[config.mk]
export PLATFORM = sky130hd
export DESIGN_NAME = pll_reset_sequencer
export DESIGN_NICKNAME = d
export VERILOG_FILES = /design/src/rtl/pll_seq_pkg.sv /design/src/rtl/sync_bit.sv /design/src/rtl/pll_reset_sequencer.sv
export SDC_FILE = /design/constraint.sdc
export NUM_CORES = 1
export LEC_CHECK = 0
export ABC_CLOCK_PERIOD_IN_PS = 3400
export CORE_MARGIN = 4
export CORE_UTILIZATION = 60
export DETAILED_ROUTE_END_ITERATION = 16
export MAX_ROUTING_LAYER = met4
export PLACE_DENSITY = 0.88
export SYNTH_ARGS = -nofsm -noshare
export SYNTH_HDL_FRONTEND = slang
export SYNTH_SLANG_ARGS = --single-unit
[constraint.sdc]
create_clock -name clk -period 3.4 [get_ports clk]
set_clock_uncertainty 0.15 [all_clocks]
set_input_delay 0.51 -clock clk [delete_from_list [all_inputs] [get_ports clk]]
set_output_delay 0.51 -clock clk [all_outputs]
set_load 0.02 [all_outputs]
[src/rtl/pll_seq_pkg.sv]
// Shared types and helpers for the PLL reset sequencer and its synchroniser.
// Holds the sequencer state encoding, the relock counter width and counter sizing.
package pll_seq_pkg;

    typedef enum logic [2:0] {
        StPllRst,
        StWaitLock,
        StFilter,
        StStage,
        StRun
    } state_t;

    localparam int unsigned RELOCK_W = 8;

    // Bits needed to hold values 0..max_val inclusive.
    function automatic int unsigned cnt_w(input int unsigned max_val);
        return (max_val < 1) ? 1 : $clog2(max_val + 1);
    endfunction

endpackage

[src/rtl/sync_bit.sv]
// Multi-flop single-bit synchroniser with synchronous reset.
// Also reused by downstream domains to re-time their own domain_rst bit.
module sync_bit #(
    parameter int unsigned STAGES    = 2,
    parameter bit          RESET_VAL = 1'b0
) (
    input  logic clk,
    input  logic rst,
    input  logic d,
    output logic q
);

    logic [STAGES-1:0] sync_q;

    always_ff @(posedge clk) begin
        if (rst) begin
            sync_q <= {STAGES{RESET_VAL}};
        end else begin
            sync_q <= {sync_q[STAGES-2:0], d};
        end
    end

    assign q = sync_q[STAGES-1];

endmodule

[src/rtl/pll_reset_sequencer.sv]
// Drives the PLL reset, filters lock, then releases domain resets in order.
// Lock loss or a lock timeout restarts the PLL and bumps a saturating counter.
module pll_reset_sequencer
    import pll_seq_pkg::*;
#(
    parameter int unsigned NUM_DOMAINS    = 3,
    parameter int unsigned PLL_RST_CYCLES = 16,
    parameter int unsigned LOCK_FILTER    = 256,
    parameter int unsigned STAGE_DELAY    = 64,
    parameter int unsigned LOCK_TIMEOUT   = 1000000,
    parameter int unsigned SYNC_STAGES    = 2
) (
    input  logic                   clk,
    input  logic                   rst,
    input  logic                   pll_locked,
    output logic                   pll_rst,
    output logic [NUM_DOMAINS-1:0] domain_rst,
    output logic                   ready,
    output logic [RELOCK_W-1:0]    relock_count
);

    localparam int unsigned PW = cnt_w(PLL_RST_CYCLES);
    localparam int unsigned TW = cnt_w(LOCK_TIMEOUT);
    localparam int unsigned FW = cnt_w(LOCK_FILTER);
    localparam int unsigned SW = cnt_w(STAGE_DELAY);
    localparam int unsigned DW = cnt_w(NUM_DOMAINS);
    localparam bit FILT_ONE = (LOCK_FILTER <= 1);

    logic                   locked_s;
    state_t                 state_q, state_d;
    logic [PW-1:0]          rcnt_q, rcnt_d;
    logic [TW-1:0]          tmo_q, tmo_d;
    logic [FW-1:0]          flt_q, flt_d;
    logic [SW-1:0]          stg_q, stg_d;
    logic [DW-1:0]          idx_q, idx_d;
    logic                   pll_rst_q, pll_rst_d;
    logic [NUM_DOMAINS-1:0] dom_q, dom_d;
    logic                   ready_q, ready_d;
    logic [RELOCK_W-1:0]    relock_q, relock_d;
    logic [TW-1:0]          tmo_inc;
    logic                   tmo_hit;
    logic                   go_relock;
    logic                   go_stage;

    sync_bit #(
        .STAGES    (SYNC_STAGES),
        .RESET_VAL (1'b0)
    ) u_lock_sync (
        .clk (clk),
        .rst (rst),
        .d   (pll_locked),
        .q   (locked_s)
    );

    always_comb begin
        state_d   = state_q;
        rcnt_d    = rcnt_q;
        tmo_d     = tmo_q;
        flt_d     = flt_q;
        stg_d     = stg_q;
        idx_d     = idx_q;
        pll_rst_d = pll_rst_q;
        dom_d     = dom_q;
        ready_d   = ready_q;
        relock_d  = relock_q;
        go_relock = 1'b0;
        go_stage  = 1'b0;
        tmo_inc   = tmo_q + TW'(1);
        tmo_hit   = (tmo_inc == TW'(LOCK_TIMEOUT));

        unique case (state_q)
            StPllRst: begin
                if (rcnt_q == PW'(PLL_RST_CYCLES - 1)) begin
                    state_d   = StWaitLock;
                    rcnt_d    = '0;
                    tmo_d     = '0;
                    flt_d     = '0;
                    pll_rst_d = 1'b0;
                end else begin
                    rcnt_d = rcnt_q + PW'(1);
                end
            end

            StWaitLock: begin
                tmo_d = tmo_inc;
                if (tmo_hit) begin
                    go_relock = 1'b1;
                end else if (locked_s) begin
                    if (FILT_ONE) begin
                        go_stage = 1'b1;
                    end else begin
                        state_d = StFilter;
                        flt_d   = FW'(1);
                    end
                end
            end

            StFilter: begin
                tmo_d = tmo_inc;
                // Timeout wins over a filter completing on the same edge.
                if (tmo_hit) begin
                    go_relock = 1'b1;
                end else if (!locked_s) begin
                    state_d = StWaitLock;
                    flt_d   = '0;
                end else if (flt_q + FW'(1) == FW'(LOCK_FILTER)) begin
                    go_stage = 1'b1;
                end else begin
                    flt_d = flt_q + FW'(1);
                end
            end

            StStage: begin
                if (!locked_s) begin
                    go_relock = 1'b1;
                end else if (stg_q == SW'(STAGE_DELAY - 1)) begin
                    stg_d = '0;
                    if (idx_q == DW'(NUM_DOMAINS)) begin
                        state_d = StRun;
                        ready_d = 1'b1;
                    end else begin
                        for (int unsigned i = 0; i < NUM_DOMAINS; i++) begin
                            if (idx_q == DW'(i)) begin
                                dom_d[i] = 1'b0;
                            end
                        end
                        idx_d = idx_q + DW'(1);
                    end
                end else begin
                    stg_d = stg_q + SW'(1);
                end
            end

            StRun: begin
                if (!locked_s) begin
                    go_relock = 1'b1;
                end
            end

            default: begin
                state_d   = StPllRst;
                rcnt_d    = '0;
                pll_rst_d = 1'b1;
                dom_d     = '1;
                ready_d   = 1'b0;
            end
        endcase

        if (go_stage) begin
            state_d  = StStage;
            flt_d    = '0;
            tmo_d    = '0;
            stg_d    = '0;
            idx_d    = DW'(1);
            dom_d[0] = 1'b0;
        end

        if (go_relock) begin
            state_d   = StPllRst;
            rcnt_d    = '0;
            tmo_d     = '0;
            flt_d     = '0;
            stg_d     = '0;
            idx_d     = '0;
            pll_rst_d = 1'b1;
            dom_d     = '1;
            ready_d   = 1'b0;
            relock_d  = (relock_q == '1) ? relock_q : relock_q + RELOCK_W'(1);
        end
    end

    always_ff @(posedge clk) begin
        if (rst) begin
            state_q   <= StPllRst;
            rcnt_q    <= '0;
            tmo_q     <= '0;
            flt_q     <= '0;
            stg_q     <= '0;
            idx_q     <= '0;
            pll_rst_q <= 1'b1;
            dom_q     <= '1;
            ready_q   <= 1'b0;
            relock_q  <= '0;
        end else begin
            state_q   <= state_d;
            rcnt_q    <= rcnt_d;
            tmo_q     <= tmo_d;
            flt_q     <= flt_d;
            stg_q     <= stg_d;
            idx_q     <= idx_d;
            pll_rst_q <= pll_rst_d;
            dom_q     <= dom_d;
            ready_q   <= ready_d;
            relock_q  <= relock_d;
        end
    end

    assign pll_rst      = pll_rst_q;
    assign domain_rst   = dom_q;
    assign ready        = ready_q;
    assign relock_count = relock_q;

endmodule
[After elaboration in Yosys (flattened, before gate mapping)]
Index checks and enable logic that the tools add are counted.
Operators by class
  $add $sub $neg: 6
  multipliers: 0
  divide/modulo/power cells: 0
  $lt $le $gt $ge: 0
  equal/unequal tests: 37
  shifts and indexed selects: 0
  muxes and demuxes: 48
  bitwise gates (word level): 5
  reduce and logical (&&, ||, !) cells: 26
Operator list (number)
  9-bit 2-to-1 mux: 6
  20-bit case mux with 2 select lines: 1
  3-bit 2-to-1 mux: 11
  3-bit != test (second input constant): 9
  9-bit case mux with 3 select lines: 1
  2-bit != test (second input constant): 11
  20-bit by 1-bit adder with 20-bit output (second input constant): 1
  20-bit equality test (second input constant): 1
  20-bit 2-to-1 mux: 1
  1-bit 2-to-1 mux: 19
  9-bit AND reduction: 2
  3-bit case mux with 5 select lines: 1
  5-bit AND reduction: 3
  4-bit AND reduction: 3
  5-bit case mux with 2 select lines: 1
  9-bit by 1-bit adder with 9-bit output (second input constant): 1
  9-bit equality test (second input constant): 1
  8-bit by 1-bit adder with 8-bit output (second input constant): 1
  8-bit equality test (second input constant): 1
  2-bit AND reduction: 4
  2-bit nonzero test: 4
  4-bit OR reduction: 2
  7-bit by 1-bit adder with 7-bit output (second input constant): 1
  7-bit by 6-bit equality test with 1-bit output (second input constant): 1
  22 further kinds: 35
Word-level totals
  flip-flop bits (word level): 61
  bits in latches: 0
  bits in writable memories: 0
  bits in read-only memories: 0
  output and inout port bits: 13
  memories kept: 0

[Logic depth before layout (Yosys ltp)]
Gate-level depths: netlist of run 1.
  depth in word-level cells: 8
  depth in mapped cells: 11
  gate-level depth less buffers: 8

[Modules after synthesis]
Synthesis of run 1 repeated with hierarchy kept, for this count alone.
Unflattened totals
  cell total of the unflattened synthesis: 474
  area total of the unflattened synthesis: 3584.7 um^2
Modules (own cells, without submodules)
  pll_reset_sequencer: instances 1, cells an instance 470, area an instance 3532.1 um^2
  sync_bit: instances 1, cells an instance 4, area an instance 52.6 um^2

[Least setup slack after synthesis of run 1]
OpenSTA, ideal clock, no wires.
  path type: register to register
  start: reg tmo_q[0]
  end: reg tmo_q[1]
  setup time: 0.117 ns
  arrival: 2.776 ns
  required time: 3.133 ns
  path slack: 0.357 ns
  stages on the path, launching flop included: 12
  period minus slack after synthesis: 3.043 ns
  path through: dfxtp_1 ha_1 clkbuf_1 nand4_1 nor4_1 mux2i_1 nand4b_2 o31ai_4 or2_1 buf_6 buf_6 nor2_1
On the way
  longest elaborated chain between the ends: 5
  elaborated cells between the ends (all ways): 8
  those cells by class: add/sub (1); eq/ne (1); mux (5); reduce/logical (1)
RTL lines
  from (decl): RTL line pll_reset_sequencer.sv:32  | logic [TW-1:0] tmo_q, tmo_d;
  from (signal assigned): RTL line pll_reset_sequencer.sv:187  | tmo_q <= tmo_d;
  20-bit by 1-bit adder with 20-bit output *: RTL line pll_reset_sequencer.sv:68  | tmo_inc = tmo_q + TW'(1);
  20-bit equality test: RTL line pll_reset_sequencer.sv:69  | tmo_hit = (tmo_inc == TW'(LOCK_TIMEOUT));
  1-bit 2-to-1 mux, on equally long branches: RTL line pll_reset_sequencer.sv:86, pll_reset_sequencer.sv:101
  1-bit case mux with 2 select lines or 1-bit 2-to-1 mux (tied branches): RTL line pll_reset_sequencer.sv:71  | unique case (state_q)
  3-bit OR reduction (no source line)
Mark *: on every way between the ends. The rest lies on a longest branch, timed or not.
A chain may end at the register's enable or synchronous reset.

[Worst setup path after layout of run 1]
  start: reg tmo_q[1]
  end: reg relock_q[1], in the netlist relock_count[1]
On the way
  longest elaborated chain between the ends: 5
RTL lines
  20-bit by 1-bit adder with 20-bit output: RTL line pll_reset_sequencer.sv:68
  20-bit equality test: RTL line pll_reset_sequencer.sv:69
  1-bit 2-to-1 mux: RTL line pll_reset_sequencer.sv:86, pll_reset_sequencer.sv:101
  1-bit case mux with 2 select lines: RTL line pll_reset_sequencer.sv:71
  2-bit AND reduction (no source line)
  to (signal assigned): RTL line pll_reset_sequencer.sv:194  | relock_q <= relock_d;
  to (decl): RTL line pll_reset_sequencer.sv:39  | logic [RELOCK_W-1:0] relock_q, relock_d;
Every way passes these cells.

==> results of run 1 <==
[repair_timing]
item                                    in CTS  in global routing
hold endpoints to repair                     0                  0
endpoints found under the setup margin       0                 23
gates resized for setup                      0                  4
setup buffers                                0                  2
[how the worst max path moves through the flow]
stage / startpoint / cells past startpoint / to
6_report: tmo_q[1]$_SDFFE_PP0P_ / 10 / relock_count[1]$_SDFFE_PP0P_
4_1_cts: tmo_q[0]$_SDFFE_PP0P_ / 10 / relock_count[1]$_SDFFE_PP0P_
2_1_floorplan: tmo_q[0]$_SDFFE_PP0P_ / 11 / tmo_q[1]$_SDFFE_PP0P_
3_5_place_dp: tmo_q[0]$_SDFFE_PP0P_ / 10 / relock_count[1]$_SDFFE_PP0P_
3_3_place_gp: tmo_q[0]$_SDFFE_PP0P_ / 9 / flt_q[7]$_SDFFE_PP0P_
5_1_grt: tmo_q[1]$_SDFFE_PP0P_ / 10 / relock_count[1]$_SDFFE_PP0P_
[cells in the final DEF, fill, tap and decap left out, types with 4 or more instances in the layout]
cell type        instances
dfxtp_1                 60
nor2_1                  53
a21oi_1                 42
nand2_1                 42
o21ai_0                 31
nand3_1                 25
and3_1                  15
clkdlybuf4s50_1         15
buf_4                   13
nand4_1                 12
nor3_1                  12
ha_1                    10
inv_1                    9
clkbuf_8                 9
xnor2_1                  8
a31oi_1                  8
xor2_1                   7
nor4_1                   7
a22oi_1                  7
or3_1                    7
o31ai_1                  7
or4_1                    7
a211oi_1                 6
a311oi_1                 5
nand2b_1                 4
mux2i_1                  4
[stage by stage]
step	hold slack [ns]	worst slack [ns]	util	total power (W)	cell area, sq um
2_1_floorplan	0.263	0.357	-	0.000760	3680
3_3_place_gp	0.280	0.257	0.650	0.000768	3850
3_5_place_dp	0.294	0.0821	0.650	0.000769	3850
4_1_cts	0.306	0.0364	0.688	0.00150	4070
5_1_grt	0.334	0.0292	0.694	0.00153	4110
6_report	0.305	0.279	0.694	0.00148	4110
[area by class of cell]
cell class                      count  area [sq um]  area share
Sequential cell                    61          1220       0.298
Inverter                            9          33.8     0.00822
Multi-Input combinational cell    369          2270       0.552
Timing Repair Buffer               29           268      0.0652
Clock inverter                      7           100      0.0244
Tap cell                           75          93.8      0.0228
Clock buffer                        9           124      0.0301
[logic make-up (layout without fill, tap and decap cells)]
logic type,count (synthesis),in the layout,synth area share
multiplexers,5,5,0.0139
buffers and inverters,46,54,0.0574
AO/OA/AOI/OAI,128,128,0.223
AND/OR/NAND/NOR,210,210,0.300
XOR/XNOR,15,15,0.0357
adder cells (fa/ha/maj),11,11,0.0374
flip-flops,61,61,0.332
[routing by layer]
layer | up-vias | part of all wire | wire, um | GRT usage
met2 | 109 | 0.48 | 4060 | 0.398
met3 | 20 | 0.050 | 419 | 0.0523
li1 | 1755 | - | - | -
met1 | 1694 | 0.44 | 3750 | 0.282
met4 | 0 | 0.023 | 195 | 0.132
met5 | - | 0 | 0 | -
[power groups by stage]
stage,clock network (W),registers [W],logic [W]
final,0.000731,0.000722,0.0000309
after global placement,0,0.000738,0.0000298
after detailed placement,0,0.000738,0.0000307
after CTS,0.000745,0.000721,0.0000308
after floorplan,0,0.000737,0.0000225
after global routing,0.000773,0.000722,0.0000345
[state kept, by name, indices dropped and copies added (netlist names)]
signal / flops
domain_rst: 3
flt_q: 9
idx_q: 2
pll_rst: 1
rcnt_q: 5
ready: 1
relock_count: 8
state_q: 3
stg_q: 7
tmo_q: 20
u_lock_sync.sync_q: 2
[critical path, cell delays in order (launching register included)]
cell	delay, ns
dfxtp_1	0.50
ha_4	0.24
nand4_1	0.13
nor4_1	0.28
buf_4	0.18
mux2i_1	0.32
and4b_1	0.29
a31oi_2	0.21
buf_4	0.24
or3b_1	0.38
a21oi_1	0.12
==> impl_metrics.tcl, run 1 <==
set metrics [dict create \
    cts_buffers 9 \
    endpoint_kind "flip-flop" \
    firstDrtPassIters 5 \
    grt_max_degree 29 \
    grt_pass1_wl_um 14500 \
    grt_setup_unrepaired "false" \
    num-nets-final 493 \
    clk_pin_slew_worst_paths_ns 0.08 \
    hold_path.class "flip-flop to flip-flop" \
    critPathArrivalTime_ns 3.26 \
    min_to "stg_q[6]$_SDFFE_PP0P_" \
    cts_tree "yes" \
    antenna_cells 0 \
    initial_core_util 0.622 \
    antenna_found_initial 0 \
    die_h_um 86.3 \
    outcome "finished clean" \
    hold_viol_final 0 \
    synth.distinct_cells 60 \
    core_area_sq_um 5920 \
    hold_path_depth 2 \
    fill_cells 488 \
    fmax_mhz 320 \
    worstSetupStartpointType "flip-flop" \
    seq_power_share 0.486 \
    die_area_sq_um 7450 \
    comb_power_share 0.021 \
    synth_edf_count 0 \
    p_switching_w 0.000338 \
    tightestPinTransition_ns 0.864 \
    h-tree-depth 3 \
    drv_slew 0 \
    ys_seq_area_frac 0.332 \
    drc_errors 0 \
    synth_common_cells "61 x dfxtp_1, 53 x nor2_1, 42 x a21oi_1, 42 x nand2_1, 31 x o21ai_0" \
    async_flop_share 0 \
    crit_fanout 11 \
    dieWidth_um 86.3 \
    layout-drive-gt1-share 0.0950 \
    ys_top_cells_by_area "dfxtp_1 33%, a21oi_1 5.7%, nor2_1 5.4%" \
    power.leakage_nw 1.41 \
    timing.rr.start "tmo_q[1]$_SDFFE_PP0P_" \
    clk_latency_ns 0.36 \
    grt_pass1_vias 3310 \
    clock_path_buffers 2 \
    clock-sinks 61 \
    power.density_nw_per_um2 361 \
    wl_per_cell_um 15.1 \
    hpwl_um 5700 \
    r2r-end "relock_count[1]$_SDFFE_PP0P_" \
    routabilityCongestion 0.925 \
    path_class "flip-flop to flip-flop" \
    synth.largest_area_cell "dfxtp_1" \
    grt.total_usage 0.245 \
    drv_cap 0 \
    cts_root_buf "clkbuf_8" \
    ctsHoldBuffers 0 \
    row_count 28 \
    max-vdd-ir-drop_uv 346 \
    worst-r2r-cell-count 10 \
    setup_tns_ns 0 \
    ant_nets 0 \
    period_share 0.918 \
    synth_nets 490 \
    synth.avg_cell_area_sq_um 7.73 \
    setup_viol 0 \
    power.internal_w 0.00115 \
    r2r_slack_ns 0.28 \
    yosys_warnings 0 \
    syn_inst 476 \
    dr_total_vias 3578 \
    vias_per_cell 6.40 \
    drt-total-wl_um 8420 \
    period_needed_ns 3.12 \
    synth.most_common_cell "dfxtp_1" \
    switching_share 0.228 \
    worstHoldStart "stg_q[6]$_SDFFE_PP0P_" \
    area_delta_synth_final_pct 11.6 \
    fin_cells 559 \
    p_clk_frac 0.493 \
    synth-seq-cells 61 \
    synth_ff_type "dfxtp_1" \
    grt_overflow_total 0 \
    pin_count 16 \
    required_ns 3.54 \
    io_buffers 15 \
    netlist_area_sq_um 3680 \
    dp.cells 541 \
    synth_top_area_frac 0.332 \
    drt-initial-drc-count 252 \
    slew_headroom 0.416 \
]
(Power assumes the default switching activity.)
==> inputs of run 2 (changes only) <==
- CAP_MARGIN: default -> 25
==> results of run 2 <==
Same layout as run 1: the final DEF is identical, and so are final timing and power.
